$ cat src/rtl/tmcu_uart_pkg.sv
`default_nettype none
// ============================================================================
// Module   : tmcu_uart_pkg
// Purpose  : Shared types and constants for the UART receive path.
//            Contains the rx FSM state encoding, the parity-mode
//            encodings and the minimum usable bit period.
// Ports    : none (package)
// Revision : 1.0  initial release
// ============================================================================
package tmcu_uart_pkg;

    typedef enum logic [2:0] {
        ST_IDLE   = 3'd0,
        ST_START  = 3'd1,
        ST_DATA   = 3'd2,
        ST_PARITY = 3'd3,
        ST_STOP   = 3'd4,
        ST_BRK    = 3'd5
    } rx_state_e;

    localparam int PAR_NONE = 0;
    localparam int PAR_EVEN = 1;
    localparam int PAR_ODD  = 2;

    // Shortest bit period that still leaves room for three mid-bit samples.
    localparam logic [15:0] MIN_BAUD_DIV = 16'd4;

endpackage
`default_nettype wire

$ cat src/rtl/tmcu_uart_sync.sv
`default_nettype none
// ============================================================================
// Module   : tmcu_uart_sync
// Purpose  : Multi-flop synchroniser for the asynchronous rx pin. Resets
//            to 1 so that an idle line is not mistaken for a start bit.
// Ports    : clk    - clock
//            rst_n  - asynchronous active-low reset
//            rx     - asynchronous serial input
//            rx_s   - synchronised serial input
// Revision : 1.0  initial release
// ============================================================================
module tmcu_uart_sync #(
    parameter int SYNC_STAGES = 2
) (
    input  logic clk,
    input  logic rst_n,
    input  logic rx,
    output logic rx_s
);

    logic [SYNC_STAGES-1:0] r_sync;

    always_ff @(posedge clk or negedge rst_n) begin
        if (!rst_n) begin
            r_sync <= '1;
        end else begin
            r_sync <= {r_sync[SYNC_STAGES-2:0], rx};
        end
    end

    assign rx_s = r_sync[SYNC_STAGES-1];

endmodule
`default_nettype wire

$ cat src/rtl/tmcu_uart_rx_deser.sv
`default_nettype none
// ============================================================================
// Module   : tmcu_uart_rx_deser
// Purpose  : UART receive front end. Synchronises rx, validates the start
//            bit, majority-votes three mid-bit samples per bit, checks
//            parity and stop, and presents bytes on a one-entry holding
//            register with valid/ack handshake and sticky error flags.
// Ports    : clk, rst_n            - clock, async active-low reset
//            enable                - receiver enable (low aborts a frame)
//            baud_div[15:0]        - clk cycles per bit (min 4)
//            rx                    - serial input, idle high
//            rx_data[7:0]          - received byte
//            rx_valid / rx_ack     - holding register full / pop
//            frame_err, parity_err, overrun - sticky flags
//            err_clr               - clears the sticky flags
//            busy                  - receiver not idle
// Revision : 1.0  initial release
// ============================================================================
module tmcu_uart_rx_deser
    import tmcu_uart_pkg::*;
#(
    parameter int DATA_BITS   = 8,
    parameter int PARITY      = 0,
    parameter int SYNC_STAGES = 2
) (
    input  logic        clk,
    input  logic        rst_n,
    input  logic        enable,
    input  logic [15:0] baud_div,
    input  logic        rx,
    output logic [7:0]  rx_data,
    output logic        rx_valid,
    input  logic        rx_ack,
    output logic        frame_err,
    output logic        parity_err,
    output logic        overrun,
    input  logic        err_clr,
    output logic        busy
);

    localparam logic [2:0] LAST_BIT = 3'(DATA_BITS - 1);

    logic        rx_s;
    logic        r_rx_prev;
    rx_state_e   r_state;
    logic [15:0] r_div;
    logic [15:0] r_cnt;
    logic        r_samp0;
    logic        r_samp1;
    logic [2:0]  r_bit_idx;
    logic [7:0]  r_shift;

    logic [15:0] w_eff_div;
    logic [15:0] w_mid;
    logic        w_decide;
    logic        w_vote;
    logic        w_par_exp;
    logic        w_push;
    logic        w_frame_set;
    logic        w_par_set;

    tmcu_uart_sync #(
        .SYNC_STAGES (SYNC_STAGES)
    ) u_sync (
        .clk   (clk),
        .rst_n (rst_n),
        .rx    (rx),
        .rx_s  (rx_s)
    );

    assign w_eff_div = (baud_div < MIN_BAUD_DIV) ? MIN_BAUD_DIV : baud_div;
    assign w_mid     = r_div >> 1;
    // Third sample is the live rx_s on the decision cycle.
    assign w_decide  = (r_cnt == w_mid + 16'd1);
    assign w_vote    = (r_samp0 & r_samp1) | (r_samp0 & rx_s) | (r_samp1 & rx_s);
    // Unused upper shift bits are cleared at start, so reducing all 8 is safe.
    assign w_par_exp = (PARITY == PAR_ODD) ? ~(^r_shift) : (^r_shift);

    assign w_push      = enable && (r_state == ST_STOP) && w_decide && w_vote;
    assign w_frame_set = enable && (r_state == ST_STOP) && w_decide && !w_vote;
    assign w_par_set   = enable && (r_state == ST_PARITY) && w_decide && (w_vote != w_par_exp);

    // Receive FSM with bit timing, sampling and shift register.
    always_ff @(posedge clk or negedge rst_n) begin
        if (!rst_n) begin
            r_state   <= ST_IDLE;
            busy      <= 1'b0;
            r_rx_prev <= 1'b1;
            r_div     <= MIN_BAUD_DIV;
            r_cnt     <= 16'd0;
            r_samp0   <= 1'b1;
            r_samp1   <= 1'b1;
            r_bit_idx <= 3'd0;
            r_shift   <= 8'd0;
        end else begin
            r_rx_prev <= rx_s;
            if (r_cnt == w_mid - 16'd1) r_samp0 <= rx_s;
            if (r_cnt == w_mid)         r_samp1 <= rx_s;
            if (r_cnt == r_div - 16'd1) r_cnt <= 16'd0;
            else                        r_cnt <= r_cnt + 16'd1;

            if (!enable) begin
                r_state <= ST_IDLE;
                busy    <= 1'b0;
            end else begin
                case (r_state)
                    ST_IDLE: begin
                        if (r_rx_prev && !rx_s) begin
                            r_state   <= ST_START;
                            busy      <= 1'b1;
                            r_cnt     <= 16'd0;
                            r_div     <= w_eff_div;
                            r_bit_idx <= 3'd0;
                            r_shift   <= 8'd0;
                        end
                    end
                    ST_START: begin
                        if (w_decide) begin
                            if (w_vote) begin
                                r_state <= ST_IDLE;
                                busy    <= 1'b0;
                            end else begin
                                r_state <= ST_DATA;
                            end
                        end
                    end
                    ST_DATA: begin
                        if (w_decide) begin
                            r_shift[r_bit_idx] <= w_vote;
                            if (r_bit_idx == LAST_BIT) begin
                                r_state <= (PARITY != PAR_NONE) ? ST_PARITY : ST_STOP;
                            end else begin
                                r_bit_idx <= r_bit_idx + 3'd1;
                            end
                        end
                    end
                    ST_PARITY: begin
                        if (w_decide) r_state <= ST_STOP;
                    end
                    ST_STOP: begin
                        // Leave at mid stop bit so a back-to-back start edge is seen.
                        if (w_decide) begin
                            if (w_vote) begin
                                r_state <= ST_IDLE;
                                busy    <= 1'b0;
                            end else begin
                                r_state <= ST_BRK;
                            end
                        end
                    end
                    ST_BRK: begin
                        if (rx_s) begin
                            r_state <= ST_IDLE;
                            busy    <= 1'b0;
                        end
                    end
                    default: begin
                        r_state <= ST_IDLE;
                        busy    <= 1'b0;
                    end
                endcase
            end
        end
    end

    // Holding register and sticky flags; a new set beats err_clr.
    always_ff @(posedge clk or negedge rst_n) begin
        if (!rst_n) begin
            rx_data    <= 8'd0;
            rx_valid   <= 1'b0;
            frame_err  <= 1'b0;
            parity_err <= 1'b0;
            overrun    <= 1'b0;
        end else begin
            if (w_push) begin
                if (!rx_valid || rx_ack) begin
                    rx_data  <= r_shift;
                    rx_valid <= 1'b1;
                end
            end else if (rx_ack) begin
                rx_valid <= 1'b0;
            end

            if (w_push && rx_valid && !rx_ack) overrun <= 1'b1;
            else if (err_clr)                  overrun <= 1'b0;

            if (w_frame_set)  frame_err <= 1'b1;
            else if (err_clr) frame_err <= 1'b0;

            if (w_par_set)    parity_err <= 1'b1;
            else if (err_clr) parity_err <= 1'b0;
        end
    end

endmodule
`default_nettype wire

$ cat config.mk
export PLATFORM = sky130hd
export DESIGN_NAME = tmcu_uart_rx_deser
export DESIGN_NICKNAME = d
export VERILOG_FILES = /design/src/rtl/tmcu_uart_pkg.sv /design/src/rtl/tmcu_uart_sync.sv /design/src/rtl/tmcu_uart_rx_deser.sv
export SDC_FILE = /design/constraint.sdc
export NUM_CORES = 1
export LEC_CHECK = 0
export CELL_PAD_IN_SITES_DETAIL_PLACEMENT = 1
export CELL_PAD_IN_SITES_GLOBAL_PLACEMENT = 1
export CORE_MARGIN = 5
export CORE_UTILIZATION = 41
export DETAILED_ROUTE_END_ITERATION = 16
export PLACE_DENSITY_LB_ADDON = 0.1
export SYNTH_ARGS = -nofsm -noshare
export SYNTH_HDL_FRONTEND = slang
export SYNTH_SLANG_ARGS = --single-unit
$ cat constraint.sdc
create_clock -name clk -period 2.8 [get_ports clk]
set_clock_uncertainty 0.2 [all_clocks]
set_input_delay 0.56 -clock clk [delete_from_list [all_inputs] [get_ports clk]]
set_output_delay 0.56 -clock clk [all_outputs]
set_load 0.05 [all_outputs]
* Word level (Yosys, flattened, before mapping)
Index checks and enable logic that the tools add are counted.
** Cells by class
- Add/subtract/negate cells :: 5
- Magnitude comparators :: 3
- Equal/unequal tests :: 25
- Mux-type cells :: 39
- Bitwise logic cells :: 5
- Reduce and logical (&&, ||, !) cells :: 32
** Operators with widths (number)
- $mux W16 :: 5
- $eq A16 B16 Y1 :: 3
- $mux W3 :: 12
- $ne A3 B3 Y1 const B :: 6
- $pmux W3 S6 :: 1
- $add A15 B1 Y16 const B :: 1
- $add A16 B1 Y16 const B :: 1
- $eq A16 B15 Y1 :: 1
- $lt A16 B3 Y1 const B :: 1
- $mux W8 :: 2
- $pmux W8 S2 :: 1
- $sub A15 B1 Y16 const B :: 1
- $sub A16 B1 Y16 const B :: 1
- $mux W1 :: 13
- $logic_and A1 B1 Y1 :: 11
- $reduce_and A5 Y1 :: 2
- $reduce_bool A2 Y1 :: 5
- $eq A3 B3 Y1 const B :: 3
- $ne A3 B2 Y1 const B :: 3
- $bwmux W8 :: 1
- $ne A2 B2 Y1 const B :: 4
- $reduce_xor A8 Y1 :: 1
- $reduce_and A7 Y1 :: 1
- $eq A3 B2 Y1 const B :: 2
- 19 further kinds :: 27
** Storage, ports and cells
- Register bits after elaboration :: 64
- Input port bits :: 22
- Output and inout bits :: 13
- Word-level logic and storage cells :: 124

* Depth between registers and ports, before layout
- Depth after elaboration :: 7
- Gate-level depth with buffers :: 12

* Modules after synthesis
From an unflattened synthesis, not the netlist that was laid out.
** Second synthesis, totals
- Cells, all modules :: 507
- Area total of the unflattened synthesis :: 4630.7 um^2
** By module, submodules not included
- tmcu_uart_rx_deser :: times used 1, cells an instance 505, area each 4578.1 um^2
- tmcu_uart_sync :: times used 1, cells an instance 2, area each 52.6 um^2

* Worst setup path before layout
Ideal clock, no wire load.
- Path kind :: register to register
- Start point :: register r_div[2]
- End point :: register rx_data[0]
- Data arrival time :: 2585 ps
- Data required time :: 2475 ps
- Slack :: -110 ps
- Stages on the path, launching flop included :: 11
- Path buffers :: 1
- Cell sequence :: dfstp_2 > ha_1 > nand3_1 > or4_4 > nor4_2 > a31oi_1 > a211o_1 > buf_6 > nor3_4 > nand4_4 > mux2_2
** Between the ends
- Word-level cells in the longest chain between the ends :: 5
** RTL lines
- start, declared :: line tmcu_uart_rx_deser.sv:46 : logic [15:0] r_div;
- start signal, assigned :: line tmcu_uart_rx_deser.sv:112 : r_div <= w_eff_div;
- $add A15 B1 Y16 :: line tmcu_uart_rx_deser.sv:74 : assign w_decide = (r_cnt == w_mid + 16'd1);
- $eq A16 B16 Y1 :: line tmcu_uart_rx_deser.sv:74
- $logic_and A1 B1 Y1 (2 in a row) :: line tmcu_uart_rx_deser.sv:79 : assign w_push = enable && (r_state == ST_STOP) && w_decide && w_vote;
- $reduce_and A2 Y1 (no line)
- end signal, assigned :: line tmcu_uart_rx_deser.sv:177 : rx_data <= r_shift;
- end, declared :: line tmcu_uart_rx_deser.sv:31 : output logic [7:0] rx_data,
No other way between the ends.
A chain may end at the register's enable or synchronous reset.

* Final worst setup path
- Start point :: register r_div[2]
- End point :: register rx_data[1]
The elaborated chain is that of the path after synthesis.

==> results.yml <==
placement:
  place.detailed.hpwl_um: 10400
  place_area_sq_um: 5440
  place.gp.congestion: 0.882
  io_buffer_count: 34
  pre_cts_ws_ns: -0.280
logic_synthesis:
  synth_adder_area_share: 0.0215
  synth_top_family_by_area: "simple AND/OR/NAND/NOR gates"
  syn_area_per_cell_sq_um: 8.91
  async_flop_share: 1.00
  synth_nets: 539
  ys.flop_type: "dfrtp_1"
  yosysUniqueCellTypes: 62
  yosysTopAreaCell: "dfrtp_1"
  yosysSeqAreaShare: 0.354
  synth_area_leaders: "dfrtp_1 (32%), xnor2_1 (7.9%), mux2_2 (5.9%), xor2_1 (5.4%), nand2_1 (3.8%)"
  netlist_area_sq_um: 4540
  yosysWarnings: 0
  synth.area.mux_share: 0.0683
  yosys.area.top_type_share: 0.319
  synth-edff-count: 0
  synth_seq_cells: 64
  synth-simple-area-share: 0.238
  syn_inst: 510
  synth_compound_area_frac: 0.128
  synthXorXnorAreaFrac: 0.133
critical_path:
  reg2regPathDepth: 9
  worst-path-max-fanout: 8
  reg2reg_from: "r_div[2]"
  worstSetupEndpointType: "flop"
  start_kind: "flop"
  crit_arrival_ns: 3.11
  r2r_slack_ns: -0.25
  r2r-end: "rx_data[1]"
  critical_path.startpoint: "r_div[2]"
  crit_type: "reg2reg"
  required_ns: 2.86
power:
  vdd_drop_max_mv: 0.470
  power_leakage_nw: 2.53
  cellPowerDensity_nw_per_um2: 892
  power_mw: 5.37
layout:
  layout-drive-gt1-share: 0.315
  final_cell_area_sq_um: 6030
  layout_commonest_cell: "buf_4"
  n_antenna_cell: 0
  nFillCells: 1249
  syn_to_final_growth_pct: 32.6
  layout.nets: 627
  final_cell_mix: "buf_4 (76), dfrtp_1 (55), nand2_1 (44), nor2_1 (40), xnor2_1 (37)"
floorplan:
  core_area_sq_um: 10800
  die_w_um: 115
  rows: 38
  die_h_um: 115
  io_pins: 35
  start_util: 0.419
  die_area_sq_um: 13300
clock_tree:
  clock-sinks: 64
  worstSkewPairLatency_ns: 0.37
  root_buffer: "clkbuf_8"
  numCtsBuffers: 9
  htreeDepth: 3
  cts_tree: "yes"
  cts.path.max_buffers: 2
  path_clk_slew_ns: 0.08
route:
  ant_nets: 0
  avgRoutedWirePerCell_um: 19.4
  viasPerCell: 5.57
  wl_um: 14400
  drcViolationCount: 0
  dr.pass1.iters: 4
  via_count: 4135
  drtIter0Drc: 178
sta:
  period_share: 1.09
  setup_slack_ns: -0.250
  worst_pin_slew_ns: 0.563
  rsz0062_at_grt: "true"
  fin_crit_ns: 3.05
  relSlewSlack: 0.621
  setup_viol: 44
  hold_viol_final: 0
  fmax_mhz: 328
  drv_slew: 0
hold_path:
  min_path_cells: 0
  hold_path_class: "reg2reg"
  hold_end: "u_sync.r_sync[1]"
  holdCritStartpoint: "u_sync.r_sync[0]"
global_routing:
  grt_overflow: 0
  grt_pass1_wl_um: 23300
  grt_pass1_vias: 4403
  grt_use_total: 0.225
  antenna_found_initial: 0
  grt_max_degree: 51
outcome:
  violations: "setup timing"
  status: "complete, but fails checks"
flow_run:
  drv_cap: 0
==> logic make-up (layout without fill, tap and decap cells) <==
| group | after synthesis | after routing |
|---|---|---|
| mux | 28 | 28 |
| compound gates | 84 | 84 |
| buf+inv | 58 | 151 |
| xor+xnor | 69 | 69 |
| flops | 64 | 64 |
| simple gates | 199 | 199 |
| fa+ha+maj | 8 | 8 |
==> worst max-delay path by stage <==
| stage | endpoint | slack (ns) | cells past startpoint |
|---|---|---|---|
| global route | rx_data[1] | -0.39 | 9 |
| global placement | rx_data[1] | -0.24 | 9 |
| CTS | rx_data[1] | -0.25 | 9 |
| detailed placement | rx_data[1] | -0.28 | 9 |
| finish | rx_data[1] | -0.25 | 9 |
| floorplan | rx_data[1] | -0.1 | 10 |
==> state kept, by name, summed over array words and instances, names as in the netlist, 2 cells and up <==
| signal | cells |
|---|---|
| r_cnt | 16 |
| r_div | 16 |
| r_shift | 8 |
| rx_data | 8 |
| r_bit_idx | 3 |
| r_state | 3 |
| u_sync.r_sync | 2 |
==> where the power goes <==
group	internal [mW]	switching, mW
Clock	0.510	0.439
Sequential	1.12	0.322
Combinational	1.39	1.59
==> final cells by class <==
| class | instances | area [sq um] | area share |
|---|---|---|---|
| inverters | 20 | 75.1 | 0.0125 |
| repair buffers | 115 | 971 | 0.161 |
| clock buffers | 9 | 124 | 0.0206 |
| clock inverters | 7 | 103 | 0.0170 |
| multi-input cells | 388 | 2970 | 0.492 |
| well taps | 140 | 175 | 0.0291 |
| flip-flops and latches | 64 | 1610 | 0.268 |
==> worst max-delay path, cell delays in order, from the launching register on <==
cell     delay (ns)
dfstp_2        0.58
ha_4           0.15
nand3_2        0.08
or4_4          0.47
mux2i_1        0.21
nand2_1        0.11
a211o_4        0.39
nor3_4         0.17
nand4_4        0.21
mux2_4         0.37
==> synthesized netlist by cell type, drive strengths merged (3+ instances only) <==
master / number
a211o: 3
a211oi: 4
a21oi: 13
a22o: 4
a31o: 7
a31oi: 11
and2: 4
and3: 8
and4: 4
buf: 15
clkbuf: 23
dfrtp: 58
dfstp: 6
ha: 7
inv: 20
mux2: 24
mux2i: 4
nand2: 46
nand2b: 10
nand3: 22
nand4: 7
nor2: 44
nor2b: 6
nor3: 18
nor4: 15
o21ai: 18
o22ai: 3
o31ai: 4
o32ai: 3
or3: 3
or4: 6
xnor2: 41
xor2: 28
==> what timing repair did <==
| action | CTS | global route |
|---|---|---|
| hold buffers | 1 | 0 |
| pin swaps | 23 | 12 |
| setup endpoints to repair | 44 | 44 |
| hold endpoints to repair | 14 | 0 |
| resized for setup | 34 | 23 |
| buffers inserted | 8 | 2 |
==> per-stage QoR <==
stage	hold slack [ns]	setup TNS, ns	std cells	utilization
5_1_grt	0.167	-12.46	743	0.556
6_report	0.159	-7.02	743	0.556
2_1_floorplan	0.0644	-1.05	510	-
3_5_place_dp	0.149	-8.22	716	0.502
3_3_place_gp	0.148	-6.77	716	0.502
4_1_cts	0.161	-5.75	741	0.543
==> routing by layer <==
metal	up-vias	GRT usage	wire, um
li1	1977	-	-
met1	2063	0.297	6700
met2	67	0.367	6840
met3	28	0.0463	507
met4	0	0.0759	347
met5	-	0	0
No activity file was read; power rests on OpenSTA's default activity.
